[src/rtl/decode_stage_p_pkg.sv]
// decode_stage_p_pkg: shared widths, opcodes and control encodings for the decode stage.
package decode_stage_p_pkg;
    localparam int DW_D   = 32;
    localparam int NREG_D = 32;
    localparam int PCW_D  = 12;
    localparam int CTLW_D = 9;

    typedef enum logic [5:0] {
        OP_R    = 6'b000000,
        OP_LW   = 6'b100011,
        OP_SW   = 6'b101011,
        OP_BEQ  = 6'b000100,
        OP_ADDI = 6'b001000
    } opcode_e;

    localparam int C_REGDST   = 8;
    localparam int C_ALUSRC   = 7;
    localparam int C_MEMTOREG = 6;
    localparam int C_REGWRITE = 5;
    localparam int C_MEMREAD  = 4;
    localparam int C_MEMWRITE = 3;
    localparam int C_BRANCH   = 2;
    localparam int C_ALUOP    = 0;

    localparam logic [8:0] CTL_R    = 9'b100100010;
    localparam logic [8:0] CTL_LW   = 9'b011110000;
    localparam logic [8:0] CTL_SW   = 9'b010001000;
    localparam logic [8:0] CTL_BEQ  = 9'b000000101;
    localparam logic [8:0] CTL_ADDI = 9'b010100000;

    function automatic logic [8:0] decode_ctl(input logic [5:0] op);
        return op == OP_R    ? CTL_R    :
               op == OP_LW   ? CTL_LW   :
               op == OP_SW   ? CTL_SW   :
               op == OP_BEQ  ? CTL_BEQ  :
               op == OP_ADDI ? CTL_ADDI : 9'b0;
    endfunction

    function automatic logic uses_rt(input logic [5:0] op);
        return op == OP_R || op == OP_SW || op == OP_BEQ;
    endfunction
endpackage

[src/rtl/decode_stage_p_if.sv]
// decode_stage_p_if: IF/ID input, ID/EX output and write-back port bundle.
interface decode_stage_p_if
    import decode_stage_p_pkg::*;
#(
    parameter int DW   = DW_D,
    parameter int NREG = NREG_D,
    parameter int PCW  = PCW_D,
    parameter int CTLW = CTLW_D
);
    localparam int AW = $clog2(NREG);
    logic            if_valid;
    logic [31:0]     if_ir;
    logic [PCW-1:0]  if_npc;
    logic            id_ready;
    logic            ex_ready;
    logic            flush;
    logic            wb_we;
    logic [AW-1:0]   wb_addr;
    logic [DW-1:0]   wb_data;
    logic            idex_valid;
    logic [DW-1:0]   idex_a;
    logic [DW-1:0]   idex_b;
    logic [DW-1:0]   idex_imm;
    logic [AW-1:0]   idex_rt;
    logic [AW-1:0]   idex_rd;
    logic [PCW-1:0]  idex_npc;
    logic [CTLW-1:0] idex_ctl;

    modport slave (
        input  if_valid, if_ir, if_npc, ex_ready, flush, wb_we, wb_addr, wb_data,
        output id_ready, idex_valid, idex_a, idex_b, idex_imm, idex_rt, idex_rd, idex_npc, idex_ctl
    );
    modport master (
        output if_valid, if_ir, if_npc, ex_ready, flush, wb_we, wb_addr, wb_data,
        input  id_ready, idex_valid, idex_a, idex_b, idex_imm, idex_rt, idex_rd, idex_npc, idex_ctl
    );
endinterface

[src/rtl/decode_stage_p_regfile.sv]
// regfile_p: NREG x DW register file, two combinational reads, one write, write-through.
module regfile_p #(
    parameter int DW   = 32,
    parameter int NREG = 32,
    parameter int AW   = $clog2(NREG)
) (
    input  logic          clk,
    input  logic          rst_n,
    input  logic [AW-1:0] i_ra0,
    input  logic [AW-1:0] i_ra1,
    output logic [DW-1:0] o_rd0,
    output logic [DW-1:0] o_rd1,
    input  logic          i_we,
    input  logic [AW-1:0] i_wa,
    input  logic [DW-1:0] i_wd
);
    logic [DW-1:0] r_mem [NREG];

    always_ff @(posedge clk or negedge rst_n) begin
        if (!rst_n)
            for (int i = 0; i < NREG; i++) r_mem[i] <= '0;
        else if (i_we && i_wa != '0)
            r_mem[i_wa] <= i_wd;
    end

    // Same-cycle write-back is forwarded so decode never sees a stale value.
    assign o_rd0 = i_ra0 == '0 ? '0 : (i_we && i_wa == i_ra0) ? i_wd : r_mem[i_ra0];
    assign o_rd1 = i_ra1 == '0 ? '0 : (i_we && i_wa == i_ra1) ? i_wd : r_mem[i_ra1];
endmodule

[src/rtl/decode_stage_p.sv]
// decode_stage_p: instruction decode with register read, load-use stall and ID/EX register.
module decode_stage_p
    import decode_stage_p_pkg::*;
#(
    parameter int DW   = DW_D,
    parameter int NREG = NREG_D,
    parameter int PCW  = PCW_D,
    parameter int CTLW = CTLW_D
) (
    input logic              clk,
    input logic              rst_n,
    decode_stage_p_if.slave  io_bus
);
    localparam int AW = $clog2(NREG);

    logic [5:0]      w_op;
    logic [AW-1:0]   w_rs, w_rt, w_rd;
    logic [DW-1:0]   w_a, w_b, w_imm;
    logic [CTLW-1:0] w_ctl;
    logic            w_hazard, w_advance;

    logic            r_valid;
    logic [DW-1:0]   r_a, r_b, r_imm;
    logic [AW-1:0]   r_rt, r_rd;
    logic [PCW-1:0]  r_npc;
    logic [CTLW-1:0] r_ctl;

    assign w_op  = io_bus.if_ir[31:26];
    assign w_rs  = AW'(io_bus.if_ir[25:21]);
    assign w_rt  = AW'(io_bus.if_ir[20:16]);
    assign w_rd  = AW'(io_bus.if_ir[15:11]);
    assign w_imm = {{(DW-16){io_bus.if_ir[15]}}, io_bus.if_ir[15:0]};
    assign w_ctl = CTLW'(decode_ctl(w_op));

    regfile_p #(.DW(DW), .NREG(NREG), .AW(AW)) u_rf (
        .clk   (clk),
        .rst_n (rst_n),
        .i_ra0 (w_rs),
        .i_ra1 (w_rt),
        .o_rd0 (w_a),
        .o_rd1 (w_b),
        .i_we  (io_bus.wb_we),
        .i_wa  (io_bus.wb_addr),
        .i_wd  (io_bus.wb_data)
    );

    // A load in EX cannot forward in time; rt only counts when the opcode reads it.
    assign w_hazard  = r_valid && r_ctl[C_MEMREAD] && r_rt != '0 &&
                       (r_rt == w_rs || (uses_rt(w_op) && r_rt == w_rt));
    assign w_advance = !r_valid || io_bus.ex_ready;

    always_ff @(posedge clk or negedge rst_n) begin
        if (!rst_n) begin
            r_valid <= 1'b0;
            r_a     <= '0;
            r_b     <= '0;
            r_imm   <= '0;
            r_rt    <= '0;
            r_rd    <= '0;
            r_npc   <= '0;
            r_ctl   <= '0;
        end else if (io_bus.flush || (w_advance && w_hazard)) begin
            r_valid <= 1'b0;
            r_ctl   <= '0;
        end else if (w_advance) begin
            r_valid <= io_bus.if_valid;
            r_a     <= w_a;
            r_b     <= w_b;
            r_imm   <= w_imm;
            r_rt    <= w_rt;
            r_rd    <= w_rd;
            r_npc   <= io_bus.if_npc;
            r_ctl   <= w_ctl;
        end
    end

    assign io_bus.id_ready   = w_advance && !w_hazard && !io_bus.flush;
    assign io_bus.idex_valid = r_valid;
    assign io_bus.idex_a     = r_a;
    assign io_bus.idex_b     = r_b;
    assign io_bus.idex_imm   = r_imm;
    assign io_bus.idex_rt    = r_rt;
    assign io_bus.idex_rd    = r_rd;
    assign io_bus.idex_npc   = r_npc;
    assign io_bus.idex_ctl   = r_ctl;
endmodule

[src/flat_wrapper.sv]
// flat-port wrapper written by rule: the top's interface ports become plain ports
module decode_stage_p_flat import decode_stage_p_pkg::*;
#(
    parameter int DW   = DW_D,
    parameter int NREG = NREG_D,
    parameter int PCW  = PCW_D,
    parameter int CTLW = CTLW_D
)
  (clk, rst_n, io_bus_if_valid, io_bus_if_ir, io_bus_if_npc, io_bus_ex_ready, io_bus_flush, io_bus_wb_we, io_bus_wb_addr, io_bus_wb_data, io_bus_id_ready, io_bus_idex_valid, io_bus_idex_a, io_bus_idex_b, io_bus_idex_imm, io_bus_idex_rt, io_bus_idex_rd, io_bus_idex_npc, io_bus_idex_ctl);
  decode_stage_p_if #(.DW(DW), .NREG(NREG), .PCW(PCW), .CTLW(CTLW)) io_bus_i ();
  input logic clk;
  input logic rst_n;
  input wire logic [$bits(io_bus_i.if_valid)-1:0] io_bus_if_valid;
  input wire logic [$bits(io_bus_i.if_ir)-1:0] io_bus_if_ir;
  input wire logic [$bits(io_bus_i.if_npc)-1:0] io_bus_if_npc;
  input wire logic [$bits(io_bus_i.ex_ready)-1:0] io_bus_ex_ready;
  input wire logic [$bits(io_bus_i.flush)-1:0] io_bus_flush;
  input wire logic [$bits(io_bus_i.wb_we)-1:0] io_bus_wb_we;
  input wire logic [$bits(io_bus_i.wb_addr)-1:0] io_bus_wb_addr;
  input wire logic [$bits(io_bus_i.wb_data)-1:0] io_bus_wb_data;
  output wire logic [$bits(io_bus_i.id_ready)-1:0] io_bus_id_ready;
  output wire logic [$bits(io_bus_i.idex_valid)-1:0] io_bus_idex_valid;
  output wire logic [$bits(io_bus_i.idex_a)-1:0] io_bus_idex_a;
  output wire logic [$bits(io_bus_i.idex_b)-1:0] io_bus_idex_b;
  output wire logic [$bits(io_bus_i.idex_imm)-1:0] io_bus_idex_imm;
  output wire logic [$bits(io_bus_i.idex_rt)-1:0] io_bus_idex_rt;
  output wire logic [$bits(io_bus_i.idex_rd)-1:0] io_bus_idex_rd;
  output wire logic [$bits(io_bus_i.idex_npc)-1:0] io_bus_idex_npc;
  output wire logic [$bits(io_bus_i.idex_ctl)-1:0] io_bus_idex_ctl;
  assign io_bus_i.if_valid = io_bus_if_valid;
  assign io_bus_i.if_ir = io_bus_if_ir;
  assign io_bus_i.if_npc = io_bus_if_npc;
  assign io_bus_i.ex_ready = io_bus_ex_ready;
  assign io_bus_i.flush = io_bus_flush;
  assign io_bus_i.wb_we = io_bus_wb_we;
  assign io_bus_i.wb_addr = io_bus_wb_addr;
  assign io_bus_i.wb_data = io_bus_wb_data;
  assign io_bus_id_ready = io_bus_i.id_ready;
  assign io_bus_idex_valid = io_bus_i.idex_valid;
  assign io_bus_idex_a = io_bus_i.idex_a;
  assign io_bus_idex_b = io_bus_i.idex_b;
  assign io_bus_idex_imm = io_bus_i.idex_imm;
  assign io_bus_idex_rt = io_bus_i.idex_rt;
  assign io_bus_idex_rd = io_bus_i.idex_rd;
  assign io_bus_idex_npc = io_bus_i.idex_npc;
  assign io_bus_idex_ctl = io_bus_i.idex_ctl;
  decode_stage_p #(.DW(DW), .NREG(NREG), .PCW(PCW), .CTLW(CTLW)) u_core (.clk(clk), .rst_n(rst_n), .io_bus(io_bus_i));
endmodule
[config.mk]
export PLATFORM = sky130hd
export DESIGN_NAME = decode_stage_p_flat
export DESIGN_NICKNAME = d
export VERILOG_FILES = /design/src/rtl/decode_stage_p_pkg.sv /design/src/rtl/decode_stage_p_if.sv /design/src/rtl/decode_stage_p_regfile.sv /design/src/rtl/decode_stage_p.sv /design/src/flat_wrapper.sv
export SDC_FILE = /design/constraint.sdc
export NUM_CORES = 2
export LEC_CHECK = 0
export ABC_AREA = 0
export CAP_MARGIN = 20
export CORE_MARGIN = 2
export CORE_UTILIZATION = 40
export DETAILED_ROUTE_END_ITERATION = 8
export SLEW_MARGIN = 20
export SYNTH_ARGS = -nofsm -noshare
export SYNTH_HDL_FRONTEND = slang
export SYNTH_SLANG_ARGS = --single-unit
[constraint.sdc]
create_clock -name clk -period 5.28 [get_ports clk]
set_input_delay 1.584 -clock clk [delete_from_list [all_inputs] [get_ports clk]]
set_output_delay 1.584 -clock clk [all_outputs]
set_load 0.05 [all_outputs]
==> flow_summary.toml <==
[global_routing]
first_global_vias = 41600
antenna_found_initial = 6
grt_max_degree = 128
grt_util_all_layers = 0.265
gr-total-overflow = 0
grt_pass1_wl_um = 291000

[final_layout]
fin_nets = 4942
stdcell_area_um2 = 66400
multi_input_area_um2 = 27800
syn2layout_area_growth_pct = 14.1
drive_above_1_share = 0.239
fillers = 13100
final_common_cell = "dfrtp_1"
regArea_um2 = 28200
stdcell_count = 6862
fin_util = 0.461
final_cell_mix = "dfrtp_1, mux2i_1, nand2_1"

[critical_path]
worstSetupPathType = "input port to primary output"
end_kind = "primary output"
startpoint = "io_bus_if_ir[25]"
cp_max_fo = 3
worstRegToRegCells = 6
crit_path_max_incr_delay_ns = 0.56
r2r_start = "u_core.io_bus.idex_rt[4]$_DFFE_PN0P_"
cp_slowest_cell = "or4_4"
cp-start-kind = "input port"
path_cells = "clkdlybuf4s50_1, xor2_1, or4_4, o21ai_4, nor2_4, buf_12"
cp.required_ns = 3.70
crit_arrival_ns = 3.21

[run]
max_cap_violations = 0

[power]
leakage_nw = 29.1
p_per_area_nw_per_um2 = 386
power_mw = 25.6
irDropWorstVdd_mv = 0.313

[placed_design]
gp_congestion = 0.810
place_area_um2 = 62200
dp_hpwl_um = 108000
placed_cells = 6636
port_buffers = 215

[timing]
hold_viol = 0
setup_viol = 0
final.period_utilization = 0.908
max_slew_margin = 0.220
rsz0062_at_grt = "false"
finalSetupTns_ns = 0
max_clock_freq_mhz = 209
period_needed_ns = 4.79
maxSlewViolCount = 0
finClkSkew_ns = 0.0333
tightestPinTransition_ns = 1.17

[cts]
cts_tree = "done"
clkLatencyLatePin_ns = 0.75
htreeDepth = 3
root_buffer = "clkbuf_16"
cts_resized = 0
cts_sinks = 1128
clkTransAtPathRegs_ns = 0.06
clk_path_buf_depth = 3
cts_setup_buffers = 0
cts_hold_buffers = 0
cts_buffers = 120

[drt]
drc = 0
ant_nets = 0
drt-wirelength-per-cell_um = 28.9
post_drt_via_cell_ratio = 6.16
drt_iter0_drc = 4326
via_count = 42300
drt_first_pass_iters = 5
wirelength_um = 199000

[floorplanning]
die_area_um2 = 149000
rows = 139
start_util = 0.404
chipWidth_um = 385
core-area_um2 = 144000
ioPinCount = 216
die_h_um = 385

[worst_hold_path]
hold_path_class = "flip-flop to flip-flop"
hold-path-cell-count = 0
min_from = "u_core.u_rf.r_mem[996]$_DFFE_PN0P_"

[synthesis]
postSynthCellCount = 4924
synthFlopType = "dfrtp_1"
synth-seq-area-share = 0.485
synth_area_um2 = 58200
syn_avg_cell_area_um2 = 11.8
synth_seq_cells = 1128
synth-edff-count = 0
syn_nets = 5011
ys_warn_count = 0
async_reset_ff_frac = 1.00
synth_cell_types = 51

[outcome]
status = "complete, no violations"
## per-stage QoR
step	hold slack (ns)	worst slack, ns
after CTS	0.402	0.480
after global routing	0.411	0.441
final	0.403	0.485
after global placement	0.386	0.487
after floorplan	0.445	0.801
after detailed placement	0.387	0.496
## where the power goes
| part | switching [mW] | total, mW | internal [mW] |
|---|---|---|---|
| logic | 2.64 | 5.14 | 2.51 |
| clock network | 3.67 | 8.97 | 5.30 |
| registers | 1.29 | 11.5 | 10.2 |
| total | 7.59 | 25.6 | 18.0 |
## Yosys cell counts (all sizes together) (2+ instances only)
library cell,n,area share
a22oi,223,0.029
o22ai,84,0.0090
nor2,26,0.0017
nor3,5,0.00043
mux2,545,0.11
nand3b,5,0.00064
nor4,3,0.00032
nand4b,2,0.00030
nand2,562,0.036
a21oi,65,0.0056
clkbuf,325,0.021
a22o,9,0.0014
mux2i,585,0.10
a211o,27,0.0041
or2,4,0.00043
xor2,18,0.0027
xnor2,2,0.00030
mux4,222,0.086
or4b,2,0.00034
or3b,2,0.00030
nor2b,6,0.00064
and2,4,0.00043
inv,33,0.0021
a32o,2,0.00034
nor3b,4,0.00052
a211oi,36,0.0046
o21ai,545,0.047
buf,196,0.019
and4,33,0.0050
or3,2,0.00021
nand2b,4,0.00043
dfrtp,1128,0.48
a21o,6,0.00077
nand3,134,0.012
o221ai,69,0.016
## routing by layer
metal / part of all wire / routed length [µm] / GRT usage
met5: 0 / 0 / 0
met4: 0.034 / 6760 / 0.0931
met3: 0.076 / 15000 / 0.0451
met2: 0.44 / 87900 / 0.401
met1: 0.45 / 88800 / 0.383
## worst paths after layout
path                       slack, ns                                     to
min in group asynchronous       0.94      u_core.u_rf.r_mem[36]$_DFFE_PN0P_
max in group asynchronous       3.17     u_core.u_rf.r_mem[396]$_DFFE_PN0P_
setup / recovery                0.49                        io_bus_id_ready
hold / removal                  0.40     u_core.u_rf.r_mem[996]$_DFFE_PN0P_
setup reg to reg                2.35  u_core.io_bus.idex_ctl[3]$_DFFE_PN0P_
hold reg to reg                 0.40     u_core.u_rf.r_mem[996]$_DFFE_PN0P_
## sequential cells by signal (all words and copies together), names as in the netlist
register	flops
u_core.u_rf.r_mem	1024
u_core.io_bus.idex_a	32
u_core.io_bus.idex_b	32
u_core.io_bus.idex_npc	12
u_core.io_bus.idex_imm	11
u_core.io_bus.idex_ctl	6
u_core.io_bus.idex_rd	5
u_core.io_bus.idex_rt	5
u_core.io_bus.idex_valid	1
## cell type report
type / instances / share of cell area
clock inverter: 49 / 0.00950
antenna: 2 / 0.0000754
sequential: 1128 / 0.425
clock buffer: 175 / 0.0532
timing repair buffer: 330 / 0.0558
multi-input combinational: 3242 / 0.419
tap: 1903 / 0.0359
inverter: 33 / 0.00187
## cell families after synthesis
group	after synthesis	share of synthesized area
compound gates	1069	0.118
xor+xnor	20	0.00301
buf+inv	554	0.0426
flops	1128	0.485
mux	1352	0.292
simple gates	801	0.0599
## critical path: cells and delay by family
| family | cells | cell delay [ns] |
|---|---|---|
| buffers and inverters | 2 | 0.61 |
| XOR/XNOR | 1 | 0.18 |
| AO/OA/AOI/OAI | 1 | 0.18 |
| AND/OR/NAND/NOR | 2 | 0.65 |
No activity file was read; power rests on OpenSTA's default activity.
